[config.mk]
export PLATFORM = sky130hd
export DESIGN_NAME = axis_port_rr_arbiter_flat
export DESIGN_NICKNAME = d
export VERILOG_FILES = /design/src/rtl/axis_port_rr_arbiter_if.sv /design/src/rtl/axis_port_rr_arbiter.sv /design/src/flat_wrapper.sv
export SDC_FILE = /design/constraint.sdc
export NUM_CORES = 1
export LEC_CHECK = 0
export CAP_MARGIN = 20
export CORE_AREA = 5 5 724 726
export CTS_CLUSTER_DIAMETER = 120
export DETAILED_ROUTE_END_ITERATION = 12
export DIE_AREA = 0 0 729 731
export SYNTH_ARGS = -nofsm -noshare
export SYNTH_HDL_FRONTEND = slang
export SYNTH_SLANG_ARGS = --single-unit
[constraint.sdc]
create_clock -name axis_aclk -period 4.8 [get_ports axis_aclk]
set_input_delay 0.96 -clock axis_aclk [delete_from_list [all_inputs] [get_ports axis_aclk]]
set_output_delay 0.96 -clock axis_aclk [all_outputs]
set_load 0.05 [all_outputs]
[src/rtl/axis_port_rr_arbiter_if.sv]
// Bundle of per-port AXI-Stream inputs and the merged AXI-Stream output
// for axis_port_rr_arbiter.
//   master : the side that drives the per-port streams and consumes the
//            merged stream (sources plus downstream sink).
//   slave  : the arbiter itself.
interface axis_port_rr_arbiter_if #(
  parameter int NUM_PORT   = 2,
  parameter int DATA_WIDTH = 512,
  parameter int KEEP_WIDTH = 64
) ();

  // Per-port input streams, port i occupies slice i of each vector
  logic [NUM_PORT-1:0]            s_axis_tvalid;
  logic [DATA_WIDTH*NUM_PORT-1:0] s_axis_tdata;
  logic [KEEP_WIDTH*NUM_PORT-1:0] s_axis_tkeep;
  logic [NUM_PORT-1:0]            s_axis_tlast;
  logic [16*NUM_PORT-1:0]         s_axis_tuser_size;
  logic [16*NUM_PORT-1:0]         s_axis_tuser_src;
  logic [16*NUM_PORT-1:0]         s_axis_tuser_dst;
  logic [NUM_PORT-1:0]            s_axis_tready;

  // Merged output stream toward the packet filter
  logic                           m_axis_tvalid;
  logic [DATA_WIDTH-1:0]          m_axis_tdata;
  logic [KEEP_WIDTH-1:0]          m_axis_tkeep;
  logic                           m_axis_tlast;
  logic [15:0]                    m_axis_tuser_size;
  logic [15:0]                    m_axis_tuser_src;
  logic [15:0]                    m_axis_tuser_dst;
  logic                           m_axis_tready;

  modport master (
    output s_axis_tvalid, s_axis_tdata, s_axis_tkeep, s_axis_tlast,
           s_axis_tuser_size, s_axis_tuser_src, s_axis_tuser_dst,
    input  s_axis_tready,
    input  m_axis_tvalid, m_axis_tdata, m_axis_tkeep, m_axis_tlast,
           m_axis_tuser_size, m_axis_tuser_src, m_axis_tuser_dst,
    output m_axis_tready
  );

  modport slave (
    input  s_axis_tvalid, s_axis_tdata, s_axis_tkeep, s_axis_tlast,
           s_axis_tuser_size, s_axis_tuser_src, s_axis_tuser_dst,
    output s_axis_tready,
    output m_axis_tvalid, m_axis_tdata, m_axis_tkeep, m_axis_tlast,
           m_axis_tuser_size, m_axis_tuser_src, m_axis_tuser_dst,
    input  m_axis_tready
  );

endinterface

[src/rtl/axis_port_rr_arbiter.sv]
// Round-robin packet arbiter merging NUM_PORT AXI-Stream inputs into one
// output stream. A grant is taken in IDLE and held for a whole packet; the
// granted port is forwarded combinationally while in XFER. Every packet is
// followed by exactly one IDLE (arbitration) cycle.
//
// Optional feature: define PORT_ARB_STATS_EN to add output pkt_cnt with one
// wrapping 32-bit packet counter per port.
module axis_port_rr_arbiter #(
  parameter int NUM_PORT   = 2,
  parameter int DATA_WIDTH = 512,
  parameter int KEEP_WIDTH = 64
) (
  input  logic                         axis_aclk,
  input  logic                         box_rstn,
  axis_port_rr_arbiter_if.slave        axis,
  input  logic                         arb_en,
  output logic [3:0]                   m_axis_port,
  output logic                         busy
`ifdef PORT_ARB_STATS_EN
  ,
  output logic [32*NUM_PORT-1:0]       pkt_cnt
`endif
);

  // Last port served before reset, so the first search starts at port 0
  localparam logic [3:0] LAST_GRANT_INIT = 4'(NUM_PORT - 1);

  typedef enum logic [0:0] {
    ST_IDLE = 1'b0,
    ST_XFER = 1'b1
  } state_t;

  state_t      state_q, state_d;
  logic [3:0]  grant_q, grant_d;
  logic [3:0]  last_grant_q, last_grant_d;

  logic [15:0] valid_ext;
  logic [4:0]  rr_cand;
  logic [3:0]  rr_pick;
  logic        rr_found;

  logic                  sel_tvalid;
  logic [DATA_WIDTH-1:0] sel_tdata;
  logic [KEEP_WIDTH-1:0] sel_tkeep;
  logic                  sel_tlast;
  logic [15:0]           sel_size;
  logic [15:0]           sel_src;
  logic [15:0]           sel_dst;

  logic                  xfer;
  logic                  last_beat;

  assign xfer      = (state_q == ST_XFER);
  assign last_beat = xfer & sel_tvalid & axis.m_axis_tready & sel_tlast;

  // Round-robin search: first requesting port after last_grant, wrapping
  always_comb begin
    valid_ext = 16'(axis.s_axis_tvalid);
    rr_found  = 1'b0;
    rr_pick   = 4'd0;
    rr_cand   = 5'd0;
    for (int k = 1; k <= NUM_PORT; k++) begin
      rr_cand = {1'b0, last_grant_q} + 5'(k);
      if (rr_cand >= 5'(NUM_PORT)) begin
        rr_cand = rr_cand - 5'(NUM_PORT);
      end else begin
        rr_cand = rr_cand;
      end
      if (!rr_found && valid_ext[rr_cand[3:0]]) begin
        rr_found = 1'b1;
        rr_pick  = rr_cand[3:0];
      end else begin
        rr_found = rr_found;
      end
    end
  end

  // AND-OR multiplexer selecting the granted port's stream fields
  always_comb begin
    sel_tvalid = 1'b0;
    sel_tdata  = '0;
    sel_tkeep  = '0;
    sel_tlast  = 1'b0;
    sel_size   = 16'd0;
    sel_src    = 16'd0;
    sel_dst    = 16'd0;
    for (int i = 0; i < NUM_PORT; i++) begin
      logic hit;
      hit        = (grant_q == 4'(i));
      sel_tvalid = sel_tvalid | (axis.s_axis_tvalid[i] & hit);
      sel_tlast  = sel_tlast  | (axis.s_axis_tlast[i]  & hit);
      sel_tdata  = sel_tdata  | (axis.s_axis_tdata[i*DATA_WIDTH +: DATA_WIDTH] & {DATA_WIDTH{hit}});
      sel_tkeep  = sel_tkeep  | (axis.s_axis_tkeep[i*KEEP_WIDTH +: KEEP_WIDTH] & {KEEP_WIDTH{hit}});
      sel_size   = sel_size   | (axis.s_axis_tuser_size[i*16 +: 16] & {16{hit}});
      sel_src    = sel_src    | (axis.s_axis_tuser_src[i*16 +: 16]  & {16{hit}});
      sel_dst    = sel_dst    | (axis.s_axis_tuser_dst[i*16 +: 16]  & {16{hit}});
    end
  end

  // FSM next state, grant bookkeeping and handshake outputs
  always_comb begin
    state_d            = state_q;
    grant_d            = grant_q;
    last_grant_d       = last_grant_q;
    axis.m_axis_tvalid = 1'b0;
    axis.m_axis_tlast  = 1'b0;
    axis.s_axis_tready = '0;
    busy               = 1'b0;
    case (state_q)
      ST_IDLE: begin
        if (arb_en && rr_found) begin
          state_d = ST_XFER;
          grant_d = rr_pick;
        end else begin
          state_d = ST_IDLE;
        end
      end
      ST_XFER: begin
        busy               = 1'b1;
        axis.m_axis_tvalid = sel_tvalid;
        axis.m_axis_tlast  = sel_tlast;
        for (int i = 0; i < NUM_PORT; i++) begin
          axis.s_axis_tready[i] = axis.m_axis_tready & (grant_q == 4'(i));
        end
        if (last_beat) begin
          state_d      = ST_IDLE;
          last_grant_d = grant_q;
        end else begin
          state_d = ST_XFER;
        end
      end
      default: begin
        state_d = ST_IDLE;
      end
    endcase
  end

  // Data and sideband follow the granted port with no added latency
  always_comb begin
    axis.m_axis_tdata      = sel_tdata;
    axis.m_axis_tkeep      = sel_tkeep;
    axis.m_axis_tuser_size = sel_size;
    axis.m_axis_tuser_src  = sel_src;
    axis.m_axis_tuser_dst  = sel_dst;
    m_axis_port            = grant_q;
  end

  // State, grant and round-robin pointer registers
  always_ff @(posedge axis_aclk or negedge box_rstn) begin
    if (!box_rstn) begin
      state_q      <= ST_IDLE;
      grant_q      <= 4'd0;
      last_grant_q <= LAST_GRANT_INIT;
    end else begin
      state_q      <= state_d;
      grant_q      <= grant_d;
      last_grant_q <= last_grant_d;
    end
  end

`ifdef PORT_ARB_STATS_EN
  logic [31:0] pkt_cnt_q [NUM_PORT];

  // Per-port packet counters, bumped on each completed packet (wraps)
  always_ff @(posedge axis_aclk or negedge box_rstn) begin
    if (!box_rstn) begin
      for (int i = 0; i < NUM_PORT; i++) begin
        pkt_cnt_q[i] <= 32'd0;
      end
    end else begin
      for (int i = 0; i < NUM_PORT; i++) begin
        if (last_beat && (grant_q == 4'(i))) begin
          pkt_cnt_q[i] <= pkt_cnt_q[i] + 32'd1;
        end else begin
          pkt_cnt_q[i] <= pkt_cnt_q[i];
        end
      end
    end
  end

  // Flatten the counters onto the output vector
  always_comb begin
    pkt_cnt = '0;
    for (int i = 0; i < NUM_PORT; i++) begin
      pkt_cnt[i*32 +: 32] = pkt_cnt_q[i];
    end
  end
`endif

endmodule

[src/flat_wrapper.sv]
// flat-port wrapper written by rule: the top's interface ports become plain ports
module axis_port_rr_arbiter_flat 
#(
  parameter int NUM_PORT   = 2,
  parameter int DATA_WIDTH = 512,
  parameter int KEEP_WIDTH = 64
)
  (axis_aclk, box_rstn, arb_en, m_axis_port, busy, axis_s_axis_tvalid, axis_s_axis_tdata, axis_s_axis_tkeep, axis_s_axis_tlast, axis_s_axis_tuser_size, axis_s_axis_tuser_src, axis_s_axis_tuser_dst, axis_s_axis_tready, axis_m_axis_tvalid, axis_m_axis_tdata, axis_m_axis_tkeep, axis_m_axis_tlast, axis_m_axis_tuser_size, axis_m_axis_tuser_src, axis_m_axis_tuser_dst, axis_m_axis_tready);
  axis_port_rr_arbiter_if #(.NUM_PORT(NUM_PORT), .DATA_WIDTH(DATA_WIDTH), .KEEP_WIDTH(KEEP_WIDTH)) axis_i ();
  input  logic axis_aclk;
  input  logic box_rstn;
  input  logic arb_en;
  output logic [3:0] m_axis_port;
  output logic busy;
  input wire logic [$bits(axis_i.s_axis_tvalid)-1:0] axis_s_axis_tvalid;
  input wire logic [$bits(axis_i.s_axis_tdata)-1:0] axis_s_axis_tdata;
  input wire logic [$bits(axis_i.s_axis_tkeep)-1:0] axis_s_axis_tkeep;
  input wire logic [$bits(axis_i.s_axis_tlast)-1:0] axis_s_axis_tlast;
  input wire logic [$bits(axis_i.s_axis_tuser_size)-1:0] axis_s_axis_tuser_size;
  input wire logic [$bits(axis_i.s_axis_tuser_src)-1:0] axis_s_axis_tuser_src;
  input wire logic [$bits(axis_i.s_axis_tuser_dst)-1:0] axis_s_axis_tuser_dst;
  output wire logic [$bits(axis_i.s_axis_tready)-1:0] axis_s_axis_tready;
  output wire logic [$bits(axis_i.m_axis_tvalid)-1:0] axis_m_axis_tvalid;
  output wire logic [$bits(axis_i.m_axis_tdata)-1:0] axis_m_axis_tdata;
  output wire logic [$bits(axis_i.m_axis_tkeep)-1:0] axis_m_axis_tkeep;
  output wire logic [$bits(axis_i.m_axis_tlast)-1:0] axis_m_axis_tlast;
  output wire logic [$bits(axis_i.m_axis_tuser_size)-1:0] axis_m_axis_tuser_size;
  output wire logic [$bits(axis_i.m_axis_tuser_src)-1:0] axis_m_axis_tuser_src;
  output wire logic [$bits(axis_i.m_axis_tuser_dst)-1:0] axis_m_axis_tuser_dst;
  input wire logic [$bits(axis_i.m_axis_tready)-1:0] axis_m_axis_tready;
  assign axis_i.s_axis_tvalid = axis_s_axis_tvalid;
  assign axis_i.s_axis_tdata = axis_s_axis_tdata;
  assign axis_i.s_axis_tkeep = axis_s_axis_tkeep;
  assign axis_i.s_axis_tlast = axis_s_axis_tlast;
  assign axis_i.s_axis_tuser_size = axis_s_axis_tuser_size;
  assign axis_i.s_axis_tuser_src = axis_s_axis_tuser_src;
  assign axis_i.s_axis_tuser_dst = axis_s_axis_tuser_dst;
  assign axis_s_axis_tready = axis_i.s_axis_tready;
  assign axis_m_axis_tvalid = axis_i.m_axis_tvalid;
  assign axis_m_axis_tdata = axis_i.m_axis_tdata;
  assign axis_m_axis_tkeep = axis_i.m_axis_tkeep;
  assign axis_m_axis_tlast = axis_i.m_axis_tlast;
  assign axis_m_axis_tuser_size = axis_i.m_axis_tuser_size;
  assign axis_m_axis_tuser_src = axis_i.m_axis_tuser_src;
  assign axis_m_axis_tuser_dst = axis_i.m_axis_tuser_dst;
  assign axis_i.m_axis_tready = axis_m_axis_tready;
  axis_port_rr_arbiter #(.NUM_PORT(NUM_PORT), .DATA_WIDTH(DATA_WIDTH), .KEEP_WIDTH(KEEP_WIDTH)) u_core (.axis_aclk(axis_aclk), .box_rstn(box_rstn), .axis(axis_i), .arb_en(arb_en), .m_axis_port(m_axis_port), .busy(busy));
endmodule
Word level (Yosys, flattened, before mapping)
Cells that the tools add are included.
{"block": "op_classes", "addsub": 4, "n_lt_le_gt_ge": 4, "eq_ne": 1, "muxes": 17, "bitwise": 27, "n_reduce_logical": 6}
{"op": "bitwise AND 512 bit", "count": 2}
{"op": "bitwise OR 512 bit", "count": 1}
{"op": "bitwise AND 64 bit", "count": 2}
{"op": "bitwise AND 16 bit", "count": 6}
{"op": "bitwise OR 64 bit", "count": 1}
{"op": "bitwise OR 16 bit", "count": 3}
{"op": "2-to-1 mux 4 bit", "count": 4}
{"op": ">= comparator 5 x 2 -> 1 bit, second input constant", "count": 2}
{"op": "< comparator 4 x 5 -> 1 bit, second input constant", "count": 2}
{"op": "bitwise AND 1 bit", "count": 9}
{"op": "2-to-1 mux 1 bit", "count": 9}
{"op": "binary-select mux 1 bit (select 4 bit)", "count": 2}
{"op": "subtractor 4 x 2 -> 4 bit, second input constant", "count": 2}
{"op": "adder 4 x 1 -> 5 bit, second input constant", "count": 1}
{"op": "adder 4 x 2 -> 5 bit, second input constant", "count": 1}
{"op": "equality test 4 x 1 -> 1 bit, second input constant", "count": 1}
{"op": "zero test 4 bit", "count": 1}
{"op": "AND reduction 2 bit", "count": 2}
{"op": "logical AND 1 bit", "count": 2}
{"op": "2-to-1 mux 2 bit", "count": 1}
{"op": "bitwise OR 1 bit", "count": 2}
{"op": "case mux 1 bit (2 select lines)", "count": 1}
{"op": "zero test 1 bit", "count": 1}
{"op": "NOT 1 bit", "count": 1}
{"block": "totals", "register_bits": 9, "output_inout_bits": 633}

Logic depth before layout (Yosys ltp)
{"block": "logic_depth", "depth_word": 12, "ltp_mapped": 9, "mapped_depth_nobuf": 9}

Worst setup path after synthesis
Ideal clock, no wire load.
{"block": "synth_timing", "kind": "reg-to-output", "startpoint": "register u_core.grant_q[0] (netlist: u_core.m_axis_port[0])", "endpoint": "output axis_s_axis_tready[1]", "arrival_time_ns": 2.254, "required_time_ns": 3.840, "slack_ns": 1.586, "path_stages_with_launch": 6, "path_cell_list": "dfrtp_1 > buf_4 > nor4b_4 > buf_2 > buf_2 > nor2b_1"}
{"block": "synth_between", "elab_chain_len": 3}
{"item": "start, declared", "line": "axis_port_rr_arbiter.sv:34", "rtl": "logic [3:0] grant_q, grant_d;"}
{"item": "start signal, assigned", "line": "axis_port_rr_arbiter.sv:156", "rtl": "grant_q <= grant_d;"}
{"item": "equality test 4 x 1 -> 1 bit", "line": "axis_port_rr_arbiter.sv:123", "rtl": "axis.s_axis_tready[i] = axis.m_axis_tready & (grant_q == 4'(i));"}
{"item": "bitwise AND 1 bit", "line": "axis_port_rr_arbiter.sv:123"}
{"item": "2-to-1 mux 2 bit", "line": "axis_port_rr_arbiter.sv:109", "rtl": "case (state_q)"}
{"item": "end, declared", "line": "flat_wrapper.sv:22", "rtl": "output wire logic [$bits(axis_i.s_axis_tready)-1:0] axis_s_axis_tready;"}
Every way passes these cells.

Worst setup path in the final report
{"block": "layout_timing", "startpoint": "register u_core.grant_q[0] (netlist: u_core.m_axis_port[0])", "endpoint": "output axis_m_axis_tuser_src[4]"}
{"block": "layout_between", "elab_chain_len": 3, "elab_cells_between_ends": 5, "cone_classes": "1 x eq/ne; 3 x bitwise; 1 x reduce/logical"}
{"item": "equality test 4 x 1 -> 1 bit / zero test 4 bit (equally long branches)", "line": "axis_port_rr_arbiter.sv:89", "rtl": "hit = (grant_q == 4'(i));"}
{"item": "bitwise AND 16 bit", "line": "axis_port_rr_arbiter.sv:95", "rtl": "sel_src = sel_src | (axis.s_axis_tuser_src[i*16 +: 16] & {16{hit}});"}
{"item": "bitwise OR 16 bit (*)", "line": "axis_port_rr_arbiter.sv:95"}
{"item": "end, declared", "line": "flat_wrapper.sv:28", "rtl": "output wire logic [$bits(axis_i.m_axis_tuser_src)-1:0] axis_m_axis_tuser_src;"}
Every way passes the cells marked *; elsewhere a longest branch is shown, timed or not.

==> report_table.html <==
<table>
<tr><th>Metric</th><th>Value</th></tr>
<tr><th colspan="2">Clocking</th></tr>
<tr><td>Latest clock arrival within the worst-skew pair</td><td>around 0.23 ns</td></tr>
<tr><td>Register clock-pin slew on the reported worst setup and hold paths</td><td>~0.040 ns</td></tr>
<tr><td>Number of setup buffers added after CTS</td><td>0</td></tr>
<tr><td>Resized Gates After CTS</td><td>0</td></tr>
<tr><td>Maximum buffer depth of the clock tree</td><td>2</td></tr>
<tr><td>Number of hold buffers added after CTS</td><td>0</td></tr>
<tr><td>TritonCTS clock tree</td><td>done</td></tr>
<tr><td>Clock root buffer</td><td>sky130_fd_sc_hd__clkbuf_16</td></tr>
<tr><td>CTS H-Tree Depth</td><td>1</td></tr>
<tr><td>CTS Buf Count</td><td>3</td></tr>
<tr><td>Clock net sink count</td><td>9</td></tr>
<tr><th colspan="2">Logic synthesis</th></tr>
<tr><td>Post-synthesis sequential area ratio</td><td>0.0329</td></tr>
<tr><td>Avg Cell Area, Syn</td><td>between 8 and 9 sq um</td></tr>
<tr><td>Post-synth ARST share</td><td>1.00</td></tr>
<tr><td>Net count after synthesis</td><td>about 2.1k</td></tr>
<tr><td>Yosys synthesis warning count</td><td>0</td></tr>
<tr><td>Number of distinct library cells after synthesis</td><td>33</td></tr>
<tr><td>Number of flip-flops and latches in the synthesized netlist</td><td>9</td></tr>
<tr><td>Post-synthesis cell count</td><td>between 800 and 900</td></tr>
<tr><td>EDFF count, synth</td><td>0</td></tr>
<tr><td>Main flop type after synthesis</td><td>sky130_fd_sc_hd__dfrtp_1</td></tr>
<tr><td>Area of the mapped netlist</td><td>between 6000 and 7000 sq um</td></tr>
<tr><th colspan="2">Place</th></tr>
<tr><td>Weighted congestion reported at the end of routability-driven placement</td><td>1.06</td></tr>
<tr><td>HPWL reported at the end of detailed placement</td><td>465000 um</td></tr>
<tr><td>Port-buffer cells</td><td>between 1.5k and 2k</td></tr>
<tr><td>Placed cells</td><td>roughly 9.5k</td></tr>
<tr><td>Placed instance area</td><td>34600 sq um</td></tr>
<tr><th colspan="2">Global route</th></tr>
<tr><td>Remaining global-route overflow</td><td>0</td></tr>
<tr><td>First-pass GRT wire length</td><td>roughly 520000 um</td></tr>
<tr><td>Maximum number of pins on one net before global-route repair</td><td>~110</td></tr>
<tr><td>Antenna violations before repair</td><td>roughly 640</td></tr>
<tr><td>Vias in the first global route</td><td>18.5k</td></tr>
<tr><td>GRT Util Overall</td><td>0.172</td></tr>
<tr><th colspan="2">Routing</th></tr>
<tr><td>Vias per Instance</td><td>between 2 and 2.5</td></tr>
<tr><td>Number of detailed-routing iterations run before antenna repair</td><td>5</td></tr>
<tr><td>DRC violation count after routing</td><td>0</td></tr>
<tr><td>Final Routed Wirelength</td><td>481000 um</td></tr>
<tr><td>Initial DRC count</td><td>~1.2k</td></tr>
<tr><td>Count of vias placed by the detailed router</td><td>about 20k</td></tr>
<tr><td>DR WL/cell</td><td>49.8 um</td></tr>
<tr><td>Antenna-violating nets left</td><td>0</td></tr>
<tr><th colspan="2">Worst setup path</th></tr>
<tr><td>Startpoint of the most critical setup path</td><td>u_core.m_axis_port[0]</td></tr>
<tr><td>Startpoint Class</td><td>flip-flop</td></tr>
<tr><td>Data arrival time of the critical path</td><td>3.16 ns</td></tr>
<tr><td>List of cells traversed by the critical path</td><td>nor4b_4, buf_12, buf_4, buf_12, a22o_1, buf_12</td></tr>
<tr><td>Startpoint of the lowest-slack register-to-register path</td><td>u_core.last_grant_q[0]</td></tr>
<tr><td>Minimum setup slack among reg-to-reg paths</td><td>~2.3 ns</td></tr>
<tr><td>CP top delay family</td><td>buffers and inverters</td></tr>
<tr><td>Buffer and inverter count on the worst path</td><td>4</td></tr>
<tr><td>Worst-path cell with the longest stage delay</td><td>sky130_fd_sc_hd__dfrtp_1</td></tr>
<tr><td>Worst Setup End Kind</td><td>primary output</td></tr>
<tr><td>Max stage delay on crit path</td><td>about 0.53 ns</td></tr>
<tr><td>Cell type with the highest occurrence count on the critical path</td><td>sky130_fd_sc_hd__buf_12</td></tr>
<tr><td>Highest net fanout along the worst path</td><td>a little over 80</td></tr>
<tr><td>Crit path kind</td><td>flip-flop to primary output</td></tr>
<tr><td>Required time reported for the critical path endpoint</td><td>about 3.8 ns</td></tr>
<tr><td>Number of cells on the worst reg-to-reg path</td><td>9</td></tr>
<tr><td>Reg-to-reg endpoint</td><td>u_core.state_q</td></tr>
<tr><th colspan="2">Die</th></tr>
<tr><td>Core box area</td><td>516000 sq um</td></tr>
<tr><td>Horizontal die dimension</td><td>729 um</td></tr>
<tr><td>Die boundary height</td><td>731 um</td></tr>
<tr><td>Number of primary I/O pins</td><td>approximately 1.9k</td></tr>
<tr><td>Site row count</td><td>264</td></tr>
<tr><td>Overall die area</td><td>between 500000 and 600000 sq um</td></tr>
<tr><td>Initial Utilization</td><td>0.0133</td></tr>
<tr><th colspan="2">Layout</th></tr>
<tr><td>Layout cell share with drive strength beyond 1</td><td>0.205</td></tr>
<tr><td>Count of nets after finishing</td><td>3885</td></tr>
<tr><td>Post-route cell area</td><td>35000 sq um</td></tr>
<tr><td>Area taken by multi-input logic gates</td><td>5880 sq um</td></tr>
<tr><td>Number of filler cells placed in the layout</td><td>60.6k</td></tr>
<tr><td>Synth-to-Final Area Change</td><td>408%</td></tr>
<tr><td>Number of cells in the finished layout apart from fillers</td><td>9663</td></tr>
<tr><td>Area used by sequential logic in the layout</td><td>~230 sq um</td></tr>
<tr><th colspan="2">STA</th></tr>
<tr><td>Headroom to the max-slew limit</td><td>0.384</td></tr>
<tr><td>Fmax</td><td>roughly 0.24 GHz</td></tr>
<tr><td>Shortest clock period the worst path allows after layout</td><td>about 4 ns</td></tr>
<tr><td>Final number of hold-violating endpoints</td><td>0</td></tr>
<tr><td>Fin. max-slew vios</td><td>0</td></tr>
<tr><td>Worst clock skew</td><td>0.000916 ns</td></tr>
<tr><td>RSZ-0062 raised after global routing</td><td>no</td></tr>
<tr><td>Accumulated negative setup slack</td><td>0 ns</td></tr>
<tr><td>Part of the cycle the worst path needs</td><td>0.859</td></tr>
<tr><td>Finish-stage setup viols</td><td>0</td></tr>
<tr><td>Least-Margin Pin Slew</td><td>0.930 ns</td></tr>
<tr><th colspan="2">Power and ir drop</th></tr>
<tr><td>Power Total</td><td>0.0172 W</td></tr>
<tr><td>LEAKAGE</td><td>between 10 and 15 nW</td></tr>
<tr><td>Ratio of total power to cell area</td><td>just under 500 nW/um^2</td></tr>
<tr><td>Worst VDD drop</td><td>~0.27 mV</td></tr>
<tr><th colspan="2">Hold path</th></tr>
<tr><td>Hold Path End</td><td>u_core.last_grant_q[2]</td></tr>
<tr><td>Number of cells on the worst hold path</td><td>1</td></tr>
<tr><td>Min-Delay Path Class</td><td>flip-flop to flip-flop</td></tr>
<tr><td>Hold_sp</td><td>u_core.last_grant_q[2]</td></tr>
<tr><th colspan="2">Status</th></tr>
<tr><td>Result of the run</td><td>completed</td></tr>
<tr><th colspan="2">Run</th></tr>
<tr><td>Number of max-capacitance violations reported</td><td>0</td></tr>
</table>
## layer usage
metal | global-route usage | share of wire
met4 | 0.0438 | 0.036
met2 | 0.255 | 0.41
met1 | 0.182 | 0.36
met3 | 0.149 | 0.19
met5 | 0 | 0.0038
## placed cells by master (no fill, tap or decap), types with 4 or more instances in the layout
cell type	count
sky130_fd_sc_hd__buf_2	41
sky130_fd_sc_hd__diode_2	124
sky130_fd_sc_hd__nor2_1	7
sky130_fd_sc_hd__nor2b_1	4
sky130_fd_sc_hd__nand2_1	4
sky130_fd_sc_hd__ha_1	5
sky130_fd_sc_hd__dfrtp_1	8
sky130_fd_sc_hd__buf_4	334
sky130_fd_sc_hd__clkdlybuf4s50_1	1398
sky130_fd_sc_hd__inv_1	4
sky130_fd_sc_hd__a22o_1	625
sky130_fd_sc_hd__buf_12	154
sky130_fd_sc_hd__a21oi_1	5
## state kept, by name, summed over array words and instances, names as in the netlist
signal and flops:
u_core.last_grant_q 4, u_core.m_axis_port 4, u_core.state_q 1
## cell usage after synthesis, types with 2 or more instances
cell | n | area share
sky130_fd_sc_hd__nor2_1 | 7 | 0.0038
sky130_fd_sc_hd__a21oi_1 | 5 | 0.0036
sky130_fd_sc_hd__mux2i_1 | 3 | 0.0044
sky130_fd_sc_hd__buf_2 | 104 | 0.076
sky130_fd_sc_hd__nor2b_1 | 4 | 0.0036
sky130_fd_sc_hd__buf_4 | 29 | 0.032
sky130_fd_sc_hd__nand2_1 | 4 | 0.0022
sky130_fd_sc_hd__and3_1 | 2 | 0.0018
sky130_fd_sc_hd__o21ai_0 | 3 | 0.0022
sky130_fd_sc_hd__a22o_1 | 625 | 0.80
sky130_fd_sc_hd__ha_1 | 5 | 0.0091
sky130_fd_sc_hd__clkbuf_1 | 6 | 0.0033
sky130_fd_sc_hd__inv_1 | 4 | 0.0022
sky130_fd_sc_hd__dfrtp_1 | 8 | 0.029
sky130_fd_sc_hd__a21boi_1 | 3 | 0.0033
## kinds of logic (layout without fill, tap and decap cells)
group	count (synthesis)	after routing	share of synthesized area
AO/OA/AOI/OAI	641	641	0.810
buffers and inverters	143	1936	0.113
AND/OR/NAND/NOR	27	27	0.0276
flip-flops	9	9	0.0329
adder cells (fa/ha/maj)	5	5	0.00909
multiplexers	4	4	0.00600
XOR/XNOR	1	1	0.00127
other	0	124	0
## where the power goes
part,switching (W),internal [W]
logic,0.0123,0.00470
clock network,0.0000343,0.000111
registers,0.0000285,0.0000928
## how the worst max path moves through the flow
stage,endpoint,slack (ns),depth (start not counted)
after floorplan,axis_s_axis_tready[1],1.59,5
after global placement,axis_m_axis_tuser_src[4],0.97,6
after detailed placement,axis_m_axis_tuser_src[4],0.88,6
after CTS,axis_m_axis_tuser_src[4],0.61,6
after global routing,axis_m_axis_tuser_src[4],0.51,6
final,axis_m_axis_tuser_src[4],0.68,6
## final cells by class
cell class                      instances  share of cell area
Multi-Input combinational cell        678               0.168
Timing Repair Buffer                 1928               0.566
Inverter                                4            0.000430
Clock buffer                            4             0.00226
Antenna cell                          124             0.00888
Sequential cell                         9             0.00648
Tap cell                             6916               0.248
## metrics by stage
stage | hold slack [ns] | setup slack [ns] | util
floorplan | 0.563 | 1.59 | -
global route | 0.665 | 0.508 | 0.0674
finish | 0.636 | 0.678 | 0.0677
CTS | 0.640 | 0.607 | 0.0671
detailed placement | 0.626 | 0.878 | 0.0670
global placement | 0.598 | 0.967 | 0.0670
(Power assumes the default switching activity.)
